**src/rtl/mlaccel_sequencer_if.sv**
```systemverilog
// Signal bundle between the sequencer, its code memory and the compute unit.
// The abort line exists only when MLACCEL_SEQ_ABORT_EN is defined.
interface mlaccel_sequencer_if;
    logic        start;
    logic [15:0] start_addr;
    logic        busy;
    logic        done;
    logic        code_ren;
    logic [15:0] code_addr;
    logic [31:0] code_rdata;
    logic        cmd_valid;
    logic        cmd_ready;
    logic [31:0] cmd_data;
    logic        compute_busy;
`ifdef MLACCEL_SEQ_ABORT_EN
    logic        abort;
`endif

    modport master (
        input  start, start_addr, code_rdata, cmd_ready, compute_busy,
`ifdef MLACCEL_SEQ_ABORT_EN
        input  abort,
`endif
        output busy, done, code_ren, code_addr, cmd_valid, cmd_data
    );

    modport slave (
        output start, start_addr, code_rdata, cmd_ready, compute_busy,
`ifdef MLACCEL_SEQ_ABORT_EN
        output abort,
`endif
        input  busy, done, code_ren, code_addr, cmd_valid, cmd_data
    );
endinterface

```
**src/rtl/mlaccel_sequencer.sv**
```systemverilog
// Fetches command words from code memory into a small FIFO for the compute unit
// until a halt opcode is read. Optional abort input: define MLACCEL_SEQ_ABORT_EN.
module mlaccel_sequencer #(
    parameter int unsigned FIFO_DEPTH = 4,
    parameter logic [3:0]  HALT_OP    = 4'hF
) (
    input  logic                clock,
    input  logic                resetn,
    mlaccel_sequencer_if.master sif
);
    localparam int unsigned PTR_W = $clog2(FIFO_DEPTH);
    localparam int unsigned CNT_W = PTR_W + 1;

    typedef enum logic [1:0] {S_IDLE, S_FETCH, S_DRAIN, S_WAIT} state_t;

    state_t           r_state;
    state_t           w_state_next;
    logic [15:0]      r_pc;
    logic [15:0]      r_last_addr;
    logic             r_inflight;
    logic [31:0]      r_fifo_mem [FIFO_DEPTH];
    logic [PTR_W-1:0] r_wr_ptr;
    logic [PTR_W-1:0] r_rd_ptr;
    logic [CNT_W-1:0] r_count;

    logic             w_abort;
    logic             w_is_halt;
    logic             w_halt;
    logic             w_push;
    logic             w_pop;
    logic             w_room;
    logic             w_fifo_empty;
    logic             w_code_ren;
    logic             w_busy;
    logic             w_done;
    logic [CNT_W-1:0] w_occupancy;

`ifdef MLACCEL_SEQ_ABORT_EN
    // WAIT is already the abort destination, so only FETCH/DRAIN react.
    assign w_abort = sif.abort && ((r_state == S_FETCH) || (r_state == S_DRAIN));
`else
    assign w_abort = 1'b0;
`endif

    assign w_fifo_empty = (r_count == '0);
    assign w_is_halt    = r_inflight && (sif.code_rdata[31:28] == HALT_OP);
    assign w_halt       = (r_state == S_FETCH) && w_is_halt && !w_abort;
    assign w_push       = (r_state == S_FETCH) && r_inflight && !w_is_halt && !w_abort;
    assign w_pop        = !w_fifo_empty && sif.cmd_ready && !w_abort;
    // Reserving a slot for the read in flight means a push can never hit a full FIFO.
    assign w_occupancy  = r_count + CNT_W'(r_inflight);
    assign w_room       = (w_occupancy < CNT_W'(FIFO_DEPTH));

    always_ff @(posedge clock or negedge resetn) begin
        if (!resetn) begin
            r_state <= S_IDLE;
        end else begin
            r_state <= w_state_next;
        end
    end

    always_comb begin
        w_state_next = r_state;
        case (r_state)
            S_IDLE:  if (sif.start)         w_state_next = S_FETCH;
            S_FETCH: if (w_halt)            w_state_next = S_DRAIN;
            S_DRAIN: if (w_fifo_empty)      w_state_next = S_WAIT;
            S_WAIT:  if (!sif.compute_busy) w_state_next = S_IDLE;
            default:                        w_state_next = S_IDLE;
        endcase
        if (w_abort) begin
            w_state_next = S_WAIT;
        end
    end

    always_comb begin
        w_busy     = (r_state != S_IDLE);
        w_done     = (r_state == S_WAIT) && !sif.compute_busy;
        w_code_ren = (r_state == S_FETCH) && w_room && !w_is_halt && !w_abort;
    end

    always_ff @(posedge clock or negedge resetn) begin
        if (!resetn) begin
            r_pc        <= 16'h0000;
            r_last_addr <= 16'h0000;
            r_inflight  <= 1'b0;
        end else begin
            if ((r_state == S_IDLE) && sif.start) begin
                r_pc <= sif.start_addr;
            end else if (w_code_ren) begin
                r_pc <= r_pc + 16'd1;
            end
            if (w_code_ren) begin
                r_last_addr <= r_pc;
            end
            r_inflight <= w_code_ren;
        end
    end

    always_ff @(posedge clock or negedge resetn) begin
        if (!resetn) begin
            r_wr_ptr <= '0;
            r_rd_ptr <= '0;
            r_count  <= '0;
        end else if (w_abort) begin
            r_wr_ptr <= '0;
            r_rd_ptr <= '0;
            r_count  <= '0;
        end else begin
            if (w_push) begin
                r_wr_ptr <= r_wr_ptr + PTR_W'(1);
            end
            if (w_pop) begin
                r_rd_ptr <= r_rd_ptr + PTR_W'(1);
            end
            if (w_push && !w_pop) begin
                r_count <= r_count + CNT_W'(1);
            end else if (!w_push && w_pop) begin
                r_count <= r_count - CNT_W'(1);
            end
        end
    end

    // Storage needs no reset: the head is masked to zero whenever the FIFO is empty.
    always_ff @(posedge clock) begin
        if (w_push) begin
            r_fifo_mem[r_wr_ptr] <= sif.code_rdata;
        end
    end

    assign sif.busy      = w_busy;
    assign sif.done      = w_done;
    assign sif.code_ren  = w_code_ren;
    assign sif.code_addr = w_code_ren ? r_pc : r_last_addr;
    assign sif.cmd_valid = !w_fifo_empty;
    assign sif.cmd_data  = w_fifo_empty ? 32'h0000_0000 : r_fifo_mem[r_rd_ptr];
endmodule
```
**src/flat_wrapper.sv**
```systemverilog
// flat-port wrapper written by rule: the top's interface ports become plain ports
module mlaccel_sequencer_flat 
#(
    parameter int unsigned FIFO_DEPTH = 4,
    parameter logic [3:0]  HALT_OP    = 4'hF
)
  (clock, resetn, sif_start, sif_start_addr, sif_code_rdata, sif_cmd_ready, sif_compute_busy, sif_busy, sif_done, sif_code_ren, sif_code_addr, sif_cmd_valid, sif_cmd_data);
  mlaccel_sequencer_if sif_i ();
  input  logic clock;
  input  logic resetn;
  input wire logic [$bits(sif_i.start)-1:0] sif_start;
  input wire logic [$bits(sif_i.start_addr)-1:0] sif_start_addr;
  input wire logic [$bits(sif_i.code_rdata)-1:0] sif_code_rdata;
  input wire logic [$bits(sif_i.cmd_ready)-1:0] sif_cmd_ready;
  input wire logic [$bits(sif_i.compute_busy)-1:0] sif_compute_busy;
  output wire logic [$bits(sif_i.busy)-1:0] sif_busy;
  output wire logic [$bits(sif_i.done)-1:0] sif_done;
  output wire logic [$bits(sif_i.code_ren)-1:0] sif_code_ren;
  output wire logic [$bits(sif_i.code_addr)-1:0] sif_code_addr;
  output wire logic [$bits(sif_i.cmd_valid)-1:0] sif_cmd_valid;
  output wire logic [$bits(sif_i.cmd_data)-1:0] sif_cmd_data;
  assign sif_i.start = sif_start;
  assign sif_i.start_addr = sif_start_addr;
  assign sif_i.code_rdata = sif_code_rdata;
  assign sif_i.cmd_ready = sif_cmd_ready;
  assign sif_i.compute_busy = sif_compute_busy;
  assign sif_busy = sif_i.busy;
  assign sif_done = sif_i.done;
  assign sif_code_ren = sif_i.code_ren;
  assign sif_code_addr = sif_i.code_addr;
  assign sif_cmd_valid = sif_i.cmd_valid;
  assign sif_cmd_data = sif_i.cmd_data;
  mlaccel_sequencer #(.FIFO_DEPTH(FIFO_DEPTH), .HALT_OP(HALT_OP)) u_core (.clock(clock), .resetn(resetn), .sif(sif_i));
endmodule
```
**config.mk**
```make
export PLATFORM = sky130hd
export DESIGN_NAME = mlaccel_sequencer_flat
export DESIGN_NICKNAME = d
export VERILOG_FILES = /design/src/rtl/mlaccel_sequencer_if.sv /design/src/rtl/mlaccel_sequencer.sv /design/src/flat_wrapper.sv
export SDC_FILE = /design/constraint.sdc
export NUM_CORES = 1
export LEC_CHECK = 0
export BUFFER_PORTS_ARGS = -buffer_cell sky130_fd_sc_hd__buf_4
export CAP_MARGIN = 20
export CORE_ASPECT_RATIO = 1.1
export CORE_UTILIZATION = 55
export DETAILED_ROUTE_END_ITERATION = 8
export PLACE_DENSITY_LB_ADDON = 0.15
export SETUP_SLACK_MARGIN = 0.4
export SLEW_MARGIN = 0
export SYNTH_ARGS = -nofsm -noshare
export SYNTH_HDL_FRONTEND = slang
export SYNTH_SLANG_ARGS = --single-unit
export TNS_END_PERCENT = 10
```
**constraint.sdc**
```tcl
create_clock -name clock -period 2.5 [get_ports clock]
set_input_delay 0.25 -clock clock [delete_from_list [all_inputs] [get_ports clock]]
set_output_delay 0.25 -clock clock [all_outputs]
set_load 0.005 [all_outputs]
```
* Word-level counts from Yosys, hierarchy flattened
Memory sizes are Yosys's and may differ from the RTL's. Cells that the tools add are included.
Cells by class: add/sub/neg operators 6, equal/unequal tests 8, order comparisons 1, div/mod/pow operators 0, $mul 0, reduce and logical (&&, ||, !) cells 22, shift operators 0, muxes and demuxes 13, bitwise operators 0
Operators with widths (number):
- 2-to-1 mux 16 bit | 3
- 2-to-1 mux 32 bit | 1
- adder 16 x 1 -> 16 bit (second input constant) | 1
- logical AND 1 bit | 11
- 2-to-1 mux 2 bit | 4
- case mux 2 bit (4 select lines) | 1
- 2-to-1 mux 3 bit | 2
- nonzero test 2 bit | 3
- zero test 1 bit | 5
- adder 2 x 1 -> 2 bit (second input constant) | 2
- == test 2 bit (second input constant) | 2
- == test 4 bit (second input constant) | 1
- != test 2 x 1 -> 1 bit (second input constant) | 2
- != test 2 bit (second input constant) | 2
- AND reduction 4 bit | 1
- adder 3 x 1 -> 3 bit | 1
- adder 3 x 1 -> 3 bit (second input constant) | 1
- zero test 3 bit | 1
- < comparator 3 bit (second input constant) | 1
- subtractor 3 x 1 -> 3 bit (second input constant) | 1
- == test 2 x 1 -> 1 bit (second input constant) | 1
- zero test 2 bit | 1
- 2-to-1 mux 1 bit | 2
Word-level totals: memories kept 1, bits in registers 42, latch bits 0, output and inout bits 52, bits of input ports 53, word-level logic and storage cells 58, memory bits (read-only) 0, memory bits (writable) 128
Memories:
- u_core.r_fifo_mem | depth 4, width 32, rd ports 1, clocked after Yosys merged registers in 0, write ports 1, RTL line mlaccel_sequencer.sv:21 | logic [31:0] r_fifo_mem [FIFO_DEPTH];

* Depth between registers and ports, before layout
Gate-level depths: netlist (run 1).
depth after elaboration 8, depth in mapped cells 10

* Worst setup path before layout (run 1)
No wires, ideal clock.
kind flip-flop to flip-flop, start register u_core.r_state[1], end memory u_core.r_fifo_mem[2][0], enable pin, data required time 2108 ps, setup time 392 ps, slack 150 ps, period minus slack after synthesis 2350 ps, arrival 1958 ps, stages on the path, launching flop included 6, buffers on the path 0, cells stage by stage dfrtp_1 inv_1 ha_1 o21ai_4 nor2_1 and2_1
On the way: longest elaborated chain between the ends 5
Ends and longest elaborated chain:
- start: declaration | RTL line mlaccel_sequencer.sv:16 | state_t r_state;
- start signal: assignment | RTL line mlaccel_sequencer.sv:58 | r_state <= w_state_next;
- == test 2 x 1 -> 1 bit | RTL line mlaccel_sequencer.sv:48 | assign w_push = (r_state == S_FETCH) && r_inflight && !w_is_halt && !w_abort;
- logical AND 1 bit (2 in series) | RTL line mlaccel_sequencer.sv:48
- net u_core.w_push | RTL line mlaccel_sequencer.sv:29 | logic w_push;
- 2-to-1 mux 1 bit | RTL line mlaccel_sequencer.sv:126 | if (w_push) begin
- 2-to-1 mux 1 bit (not written as such) | RTL line mlaccel_sequencer.sv:127 | r_fifo_mem[r_wr_ptr] <= sif.code_rdata;
- end: declaration | RTL line mlaccel_sequencer.sv:21
The timed path passes the listed nets, and every way through them passes these cells.

* Final worst setup path (run 1)
start register u_core.r_inflight, end output port sif_code_addr[7]
On the way: longest elaborated chain between the ends 5, elaborated cells on any way between the ends 7, those cells by class add/sub (1); order compare (1); mux (1); reduce/logical (4)
Ends and longest elaborated chain:
- start: declaration | RTL line mlaccel_sequencer.sv:20 | logic r_inflight;
- start signal: assignment | RTL line mlaccel_sequencer.sv:96 | r_inflight <= w_code_ren;
- adder 3 x 1 -> 3 bit | RTL line mlaccel_sequencer.sv:51 | assign w_occupancy = r_count + CNT_W'(r_inflight);
- < comparator 3 bit | RTL line mlaccel_sequencer.sv:52 | assign w_room = (w_occupancy < CNT_W'(FIFO_DEPTH));
- logical AND 1 bit | RTL line mlaccel_sequencer.sv:79 | w_code_ren = (r_state == S_FETCH) && w_room && !w_is_halt && !w_abort;
- logical AND 1 bit (*) | RTL line mlaccel_sequencer.sv:79
- 2-to-1 mux 16 bit (*) | RTL line mlaccel_sequencer.sv:134 | assign sif.code_addr = w_code_ren ? r_pc : r_last_addr;
- end: declaration | RTL line flat_wrapper.sv:19 | output wire logic [$bits(sif_i.code_addr)-1:0] sif_code_addr;
Mark *: on every way between the ends. The rest lies on a longest branch, timed or not.

==> results of run 1 <==
## cell usage after synthesis (2+ instances only)
cell      number  area share (%)
nand4_1        2            0.18
xnor2_1       19             2.4
mux2_2        16             2.6
nand2_1        8            0.43
inv_1         11            0.59
buf_2          4            0.29
mux2_1         2            0.32
edfxtp_1     128              55
and2_1        36             3.2
buf_6          2            0.32
nor4_1         2            0.18
nor4_4         3            0.91
mux4_2        32              10
nor4_2         4            0.71
ha_1          11             2.0
dfrtp_1       42              15
xor2_1         2            0.25
clkbuf_1      11            0.59
nor2_1        18            0.96
nand3_1        8            0.57
nor3_1         5            0.36
a21oi_1       17             1.2
## routing by layer
metal  track usage [%]  up-vias  part of all wire (%)
met3             4.906       21                   4.4
met4             8.667        0                   2.2
met2             36.71      108                    52
met1             26.66     1967                    41
met5                 0        -                     0
li1                  -     1778                     -
## what timing repair did
item | in CTS | in global routing
hold buffers | 1 | 0
pin swaps | 1 | 4
setup endpoints to repair | 51 | 51
endpoints found under the hold margin | 42 | 0
gates cloned | 1 | 1
setup buffers | 9 | 4
resized for setup | 8 | 27
## power by group through the flow
| stage | sequential, mW | clock, mW | combinational [mW] |
|---|---|---|---|
| after floorplan | 3.76 | 0 | 2.25 |
| after global placement | 3.84 | 0 | 3.53 |
| after detailed placement | 3.85 | 0 | 3.60 |
| after CTS | 3.79 | 2.51 | 3.88 |
| after global routing | 3.87 | 2.62 | 4.51 |
| final | 3.83 | 2.49 | 4.13 |
## how the worst max path moves through the flow
stage | from | end | slack [ns]
global route | u_core.r_inflight | sif_code_addr[12] | 0.18
global placement | u_core.r_state[1] | u_core.r_count[2] | 0.42
detailed placement | u_core.r_state[1] | u_core.r_count[2] | 0.31
CTS | u_core.r_inflight | sif_code_addr[13] | 0.26
finish | u_core.r_inflight | sif_code_addr[7] | 0.25
floorplan | u_core.r_state[1] | u_core.r_fifo_mem[3][0] | 0.15
## sequential cells by signal (all words and copies together), names as in the netlist
name	count
u_core.r_count	3
u_core.r_fifo_mem	128
u_core.r_inflight	1
u_core.r_last_addr	16
u_core.r_pc	16
u_core.r_rd_ptr	2
u_core.r_state	2
u_core.r_wr_ptr	2
## placed cells by master (no fill, tap or decap), drive strengths merged, types with 2 or more instances in the layout
cell,count
a21oi,17
and2,36
buf,132
bufinv,2
clkbuf,20
clkinv,6
clkinvlp,5
dfrtp,42
edfxtp,128
ha,11
inv,11
mux2,18
mux4,32
nand2,8
nand3,8
nand4,2
nor2,19
nor3,5
nor4,9
o21ai,3
or2,2
xnor2,20
xor2,2
## final cells by class
type | instances | share of cell area (%)
sequential | 170 | 54.78
multi-input combinational | 200 | 23.58
timing repair buffer | 134 | 12.74
clock buffer | 19 | 4.843
tap | 154 | 2.155
clock inverter | 13 | 1.442
inverter | 11 | 0.4619
## cells by family (layout without fill, tap and decap cells)
group,count (synthesis),after routing,share of synthesized area (%)
compound gates,22,22,1.888
buf+inv,28,177,1.781
mux,51,51,13.29
xor+xnor,22,22,2.850
simple gates,93,93,8.265
flops,170,170,69.68
fa+ha+maj,12,12,2.244
## stage by stage
step | hold slack (ns) | util, %
after global routing | 0.01531 | 73.01
final | 0.03025 | 73.01
after detailed placement | 0.2679 | 65.85
after floorplan | -0.04559 | -
after global placement | 0.2680 | 65.85
after CTS | 0.01612 | 71.72
==> flow_metrics.py, run 1 <==
metrics = {
    "outcome": {
        "status": "finished clean",
    },
    "global_routing": {
        "antenna_found_initial": 0,
        "grt_usage_pct": 21.60,
        "grt_max_degree": 43,
        "gr-total-overflow": 0,
        "grt_pass1_vias": 4101,
        "grt_first_pass_wirelength_um": 20740,
    },
    "clock_tree": {
        "ctsHtreeMaxLevel": 4,
        "root_buffer": "clkbuf_16",
        "tritoncts": "built",
        "cts-buffers-inserted": 17,
        "cts.sinks": 170,
        "clkTransAtPathRegs_ns": 0.06,
        "clockBufferDepth": 2,
        "clkLatencyLatePin_ns": 0.42,
    },
    "finish": {
        "drive_gt1_share_pct": 42.96,
        "multi_input_area_um2": 2108,
        "num-fill-cells": 769,
        "fin_area_um2": 8940,
        "seqCellArea_um2": 4897,
        "n_antenna_cell": 0,
        "stdcell_count": 701,
        "area_delta_synth_final_pct": 27.27,
        "fin_nets": 599,
    },
    "pwr": {
        "switching_share_pct": 29.50,
        "leakage_nw": 3.316,
        "combPwrFrac_pct": 39.6,
        "p_total_mw": 10.45,
        "p_int_mw": 7.366,
        "vdd_drop_max_mv": 0.7281,
        "seqPwrFrac_pct": 36.6,
        "power.switching_mw": 3.081,
        "power.density_nw_per_um2": 1169,
        "clockPowerShare_pct": 23.8,
    },
    "die": {
        "die_height_um": 120.5,
        "start_util_pct": 57.37,
        "ios": 105,
        "core_um2": 12240,
        "die_w_um": 109.8,
        "row_count": 42,
        "fp.dieArea_um2": 13230,
    },
    "synthesis": {
        "yosysWarnings": 0,
        "synth_nets": 463,
        "syn_area_um2": 7024,
        "synth_edf_count": 128,
        "ys_seq_area_share_pct": 69.68,
        "yosys_most_used_dff": "edfxtp_1",
        "synth_cells": 398,
        "syn-mean-instance-area_um2": 17.65,
        "yosys_register_bits": 170,
        "synthArstFlopShare_pct": 24.71,
        "yosysUniqueCellTypes": 37,
    },
    "timing": {
        "relSlewSlack_pct": 63.40,
        "tightest_slew_ns": 0.5490,
        "finalCriticalPeriod_ns": 2.252,
        "hold_violations": 0,
        "fin_ws_ns": 0.2477,
        "maxSlewViolCount": 0,
        "setup_viol": 0,
        "rsz0062_at_grt": "true",
        "fin_crit_sh_pct": 90.09,
        "finClkSkew_ns": 0.007134,
        "fin_tns_setup_ns": 0,
        "max_freq_mhz": 444.0,
    },
    "detailed_routing": {
        "drt_iter0_markers": 201,
        "num_vias": 3874,
        "avgRoutedWirePerCell_um": 18.74,
        "viasPerCell": 5.526,
        "routed_wirelength_um": 13130,
        "antenna_left": 0,
        "drc": 0,
        "first_pass_iters": 4,
    },
    "worst_hold_path": {
        "min_to": "u_core.r_fifo_mem[1][11]",
        "hp-class": "input port to register",
        "hold_depth": 1,
        "hold_start": "sif_code_rdata[11]",
    },
    "worst_setup_path": {
        "path_cells": "nand3_2, xnor2_4, nor2_4, buf_6, clkbuf_16, mux2_4, buf_6",
        "start_kind": "register",
        "r2r_cells": 9,
        "cp_num_buf_inv": 3,
        "path_max_fanout": 4,
        "crit_path_end_kind": "primary output",
        "rr_startpoint": "u_core.r_count[0]",
        "regToRegSetupSlack_ns": 0.31,
        "cp_common_cell": "buf_6",
        "path_depth": 7,
        "crit_type": "register to primary output",
        "worst_path_max_delay_cell": "dfrtp_1",
        "critical-path-max-stage-delay_ns": 0.41,
        "required_ns": 2.25,
        "cp_top_family": "flip-flops",
        "worstPathArrival_ns": 2.00,
        "r2r_end": "u_core.r_count[2]",
    },
    "placement": {
        "dp_hpwl_um": 8047,
        "postPlaceCellArea_um2": 8063,
        "post-place-cells": 653,
        "gp_congestion": 0.7732,
        "port_buffers": 104,
        "post-place-ws_ns": 0.3135,
    },
    "job": {
        "max-cap-violations": 0,
    },
}
Power figures use the tool's default switching activity.
==> run 2, diff against run 1 <==
--- a/config.mk
+++ b/config.mk
@@ -7,8 +7,10 @@
 export LEC_CHECK = 0
 export BUFFER_PORTS_ARGS = -buffer_cell sky130_fd_sc_hd__buf_4
 export CAP_MARGIN = 20
+export CELL_PAD_IN_SITES_DETAIL_PLACEMENT = 2
+export CELL_PAD_IN_SITES_GLOBAL_PLACEMENT = 2
 export CORE_ASPECT_RATIO = 1.1
-export CORE_UTILIZATION = 55
+export CORE_UTILIZATION = 42
 export DETAILED_ROUTE_END_ITERATION = 8
 export PLACE_DENSITY_LB_ADDON = 0.15
 export SETUP_SLACK_MARGIN = 0.4
==> flow_metrics.py, run 2 (same netlist as run 1, synthesis figures left out) <==
metrics = {
    "outcome": {
        "status": "complete, but fails checks",
        "violations": "DRC",
    },
    "worst_hold_path": {
        "hp-class": "input port to register",
        "hold_depth": 1,
    },
    "timing": {
        "tightest_slew_ns": 0.5823,
        "hold_violations": 0,
        "relSlewSlack_pct": 61.18,
        "fin_crit_sh_pct": 93.38,
        "rsz0062_at_grt": "true",
        "finalCriticalPeriod_ns": 2.334,
        "fin_tns_setup_ns": 0,
        "finClkSkew_ns": 0.009472,
        "max_freq_mhz": 428.4,
        "maxSlewViolCount": 0,
        "setup_viol": 0,
    },
    "worst_setup_path": {
        "r2r_cells": 9,
        "crit_path_end_kind": "register",
        "start_kind": "register",
        "path_max_fanout": 3,
        "required_ns": 2.83,
        "worstPathArrival_ns": 2.66,
        "crit_type": "register to register",
    },
    "clock_tree": {
        "clockBufferDepth": 2,
        "cts.sinks": 170,
        "root_buffer": "clkbuf_16",
        "clkLatencyLatePin_ns": 0.43,
        "tritoncts": "built",
        "ctsHtreeMaxLevel": 4,
        "cts-buffers-inserted": 17,
        "clkTransAtPathRegs_ns": 0.07,
    },
    "pwr": {
        "p_total_mw": 11.25,
        "power.density_nw_per_um2": 1221,
        "leakage_nw": 3.418,
        "vdd_drop_max_mv": 0.6133,
    },
    "detailed_routing": {
        "first_pass_iters": 8,
        "drc": 1,
        "viasPerCell": 5.289,
        "routed_wirelength_um": 18230,
        "avgRoutedWirePerCell_um": 24.15,
        "num_vias": 3993,
        "drt_iter0_markers": 215,
        "antenna_left": 0,
    },
    "finish": {
        "regMostFlops": "u_core.r_fifo_mem",
        "num-fill-cells": 1440,
        "final_cell_mix": "edfxtp_1, buf_4, dfrtp_1, mux4_2, and2_1",
        "area_delta_synth_final_pct": 31.21,
        "fin_area_um2": 9216,
        "largest_reg_flops": 128,
        "drive_gt1_share_pct": 44.83,
        "final_common_cell": "edfxtp_1",
        "top_regs": "u_core.r_fifo_mem x128, u_core.r_last_addr x16, u_core.r_pc x16",
        "fin_nets": 603,
        "stdcell_count": 755,
        "n_antenna_cell": 0,
        "utilization_pct": 56.30,
    },
    "die": {
        "die_w_um": 125.3,
        "start_util_pct": 42.91,
        "core_um2": 16370,
        "ios": 105,
        "row_count": 49,
        "fp.dieArea_um2": 17250,
        "die_height_um": 137.6,
    },
    "global_routing": {
        "grt_first_pass_wirelength_um": 26550,
        "grt_pass1_vias": 4577,
        "grt_usage_pct": 21.50,
        "gr-total-overflow": 0,
        "antenna_found_initial": 0,
        "grt_max_degree": 43,
    },
    "placement": {
        "postPlaceCellArea_um2": 8152,
        "gp_congestion": 0.6830,
        "post-place-cells": 703,
        "dp_hpwl_um": 11040,
        "port_buffers": 104,
    },
    "job": {
        "max-cap-violations": 0,
    },
}
==> run 2: final cells by class <==
cell class | count | area [um^2] | share of cell area [%]
clock inverters | 15 | 197.7 | 2.145
well taps | 204 | 255.2 | 2.769
inverters | 11 | 41.29 | 0.4480
flip-flops and latches | 170 | 4902 | 53.19
clock buffers | 17 | 425.4 | 4.616
multi-input cells | 200 | 2125 | 23.05
repair buffers | 138 | 1270 | 13.78
==> run 2: path summary, 6_finish.rpt <==
path                                   startpoint                        to  slack (ns)
setup / recovery                u_core.r_count[1]         u_core.r_count[2]        0.17
hold / removal                 sif_code_rdata[20]  u_core.r_fifo_mem[1][20]        0.02
setup reg to reg                u_core.r_count[1]         u_core.r_count[2]        0.17
hold reg to reg            u_core.r_last_addr[13]    u_core.r_last_addr[13]        0.50
max in group asynchronous                  resetn        u_core.r_rd_ptr[1]        1.69
min in group asynchronous                  resetn     u_core.r_last_addr[9]        0.36
==> run 2: power breakdown <==
part           switching, mW  internal, mW  total (mW)
Sequential             0.440          3.50        3.94
Clock                   1.12          1.68        2.80
Combinational           1.90          2.61        4.51
==> run 2: per-stage QoR <==
| stage | setup slack [ns] | hold slack, ns |
|---|---|---|
| finish | 0.1656 | 0.02384 |
| global route | 0.1013 | 0.01833 |
| floorplan | 0.1503 | -0.04559 |
| detailed placement | 0.2044 | 0.2886 |
| CTS | 0.2103 | 0.01735 |
| global placement | 0.3439 | 0.2884 |
==> run 2: timing repair <==
action,in CTS,in global routing
endpoints found under the setup margin,141,142
hold endpoints to repair,42,0
gates resized for setup,17,37
setup buffers,9,5
cloned,2,3
pin swaps,3,3
hold buffers,1,0
==> run 2: layer usage <==
layer | share of wire (%) | up-vias | GRT usage [%] | routed length [um]
li1 | - | 1787 | - | -
met1 | 38 | 2072 | 23.56 | 6997
met2 | 56 | 107 | 41.25 | 10190
met3 | 3.3 | 27 | 3.612 | 599
met4 | 2.4 | 0 | 9.214 | 442
met5 | 0 | - | 0 | 0
==> run 2: worst max-delay path: stages (launching register included) <==
cell     delay [ns]
dfrtp_1        0.41
buf_4          0.16
or3_4          0.41
nand2_4        0.10
ha_4           0.15
inv_1          0.06
fa_1           0.39
xor2_1         0.17
nor2_1         0.14
xor2_1         0.25
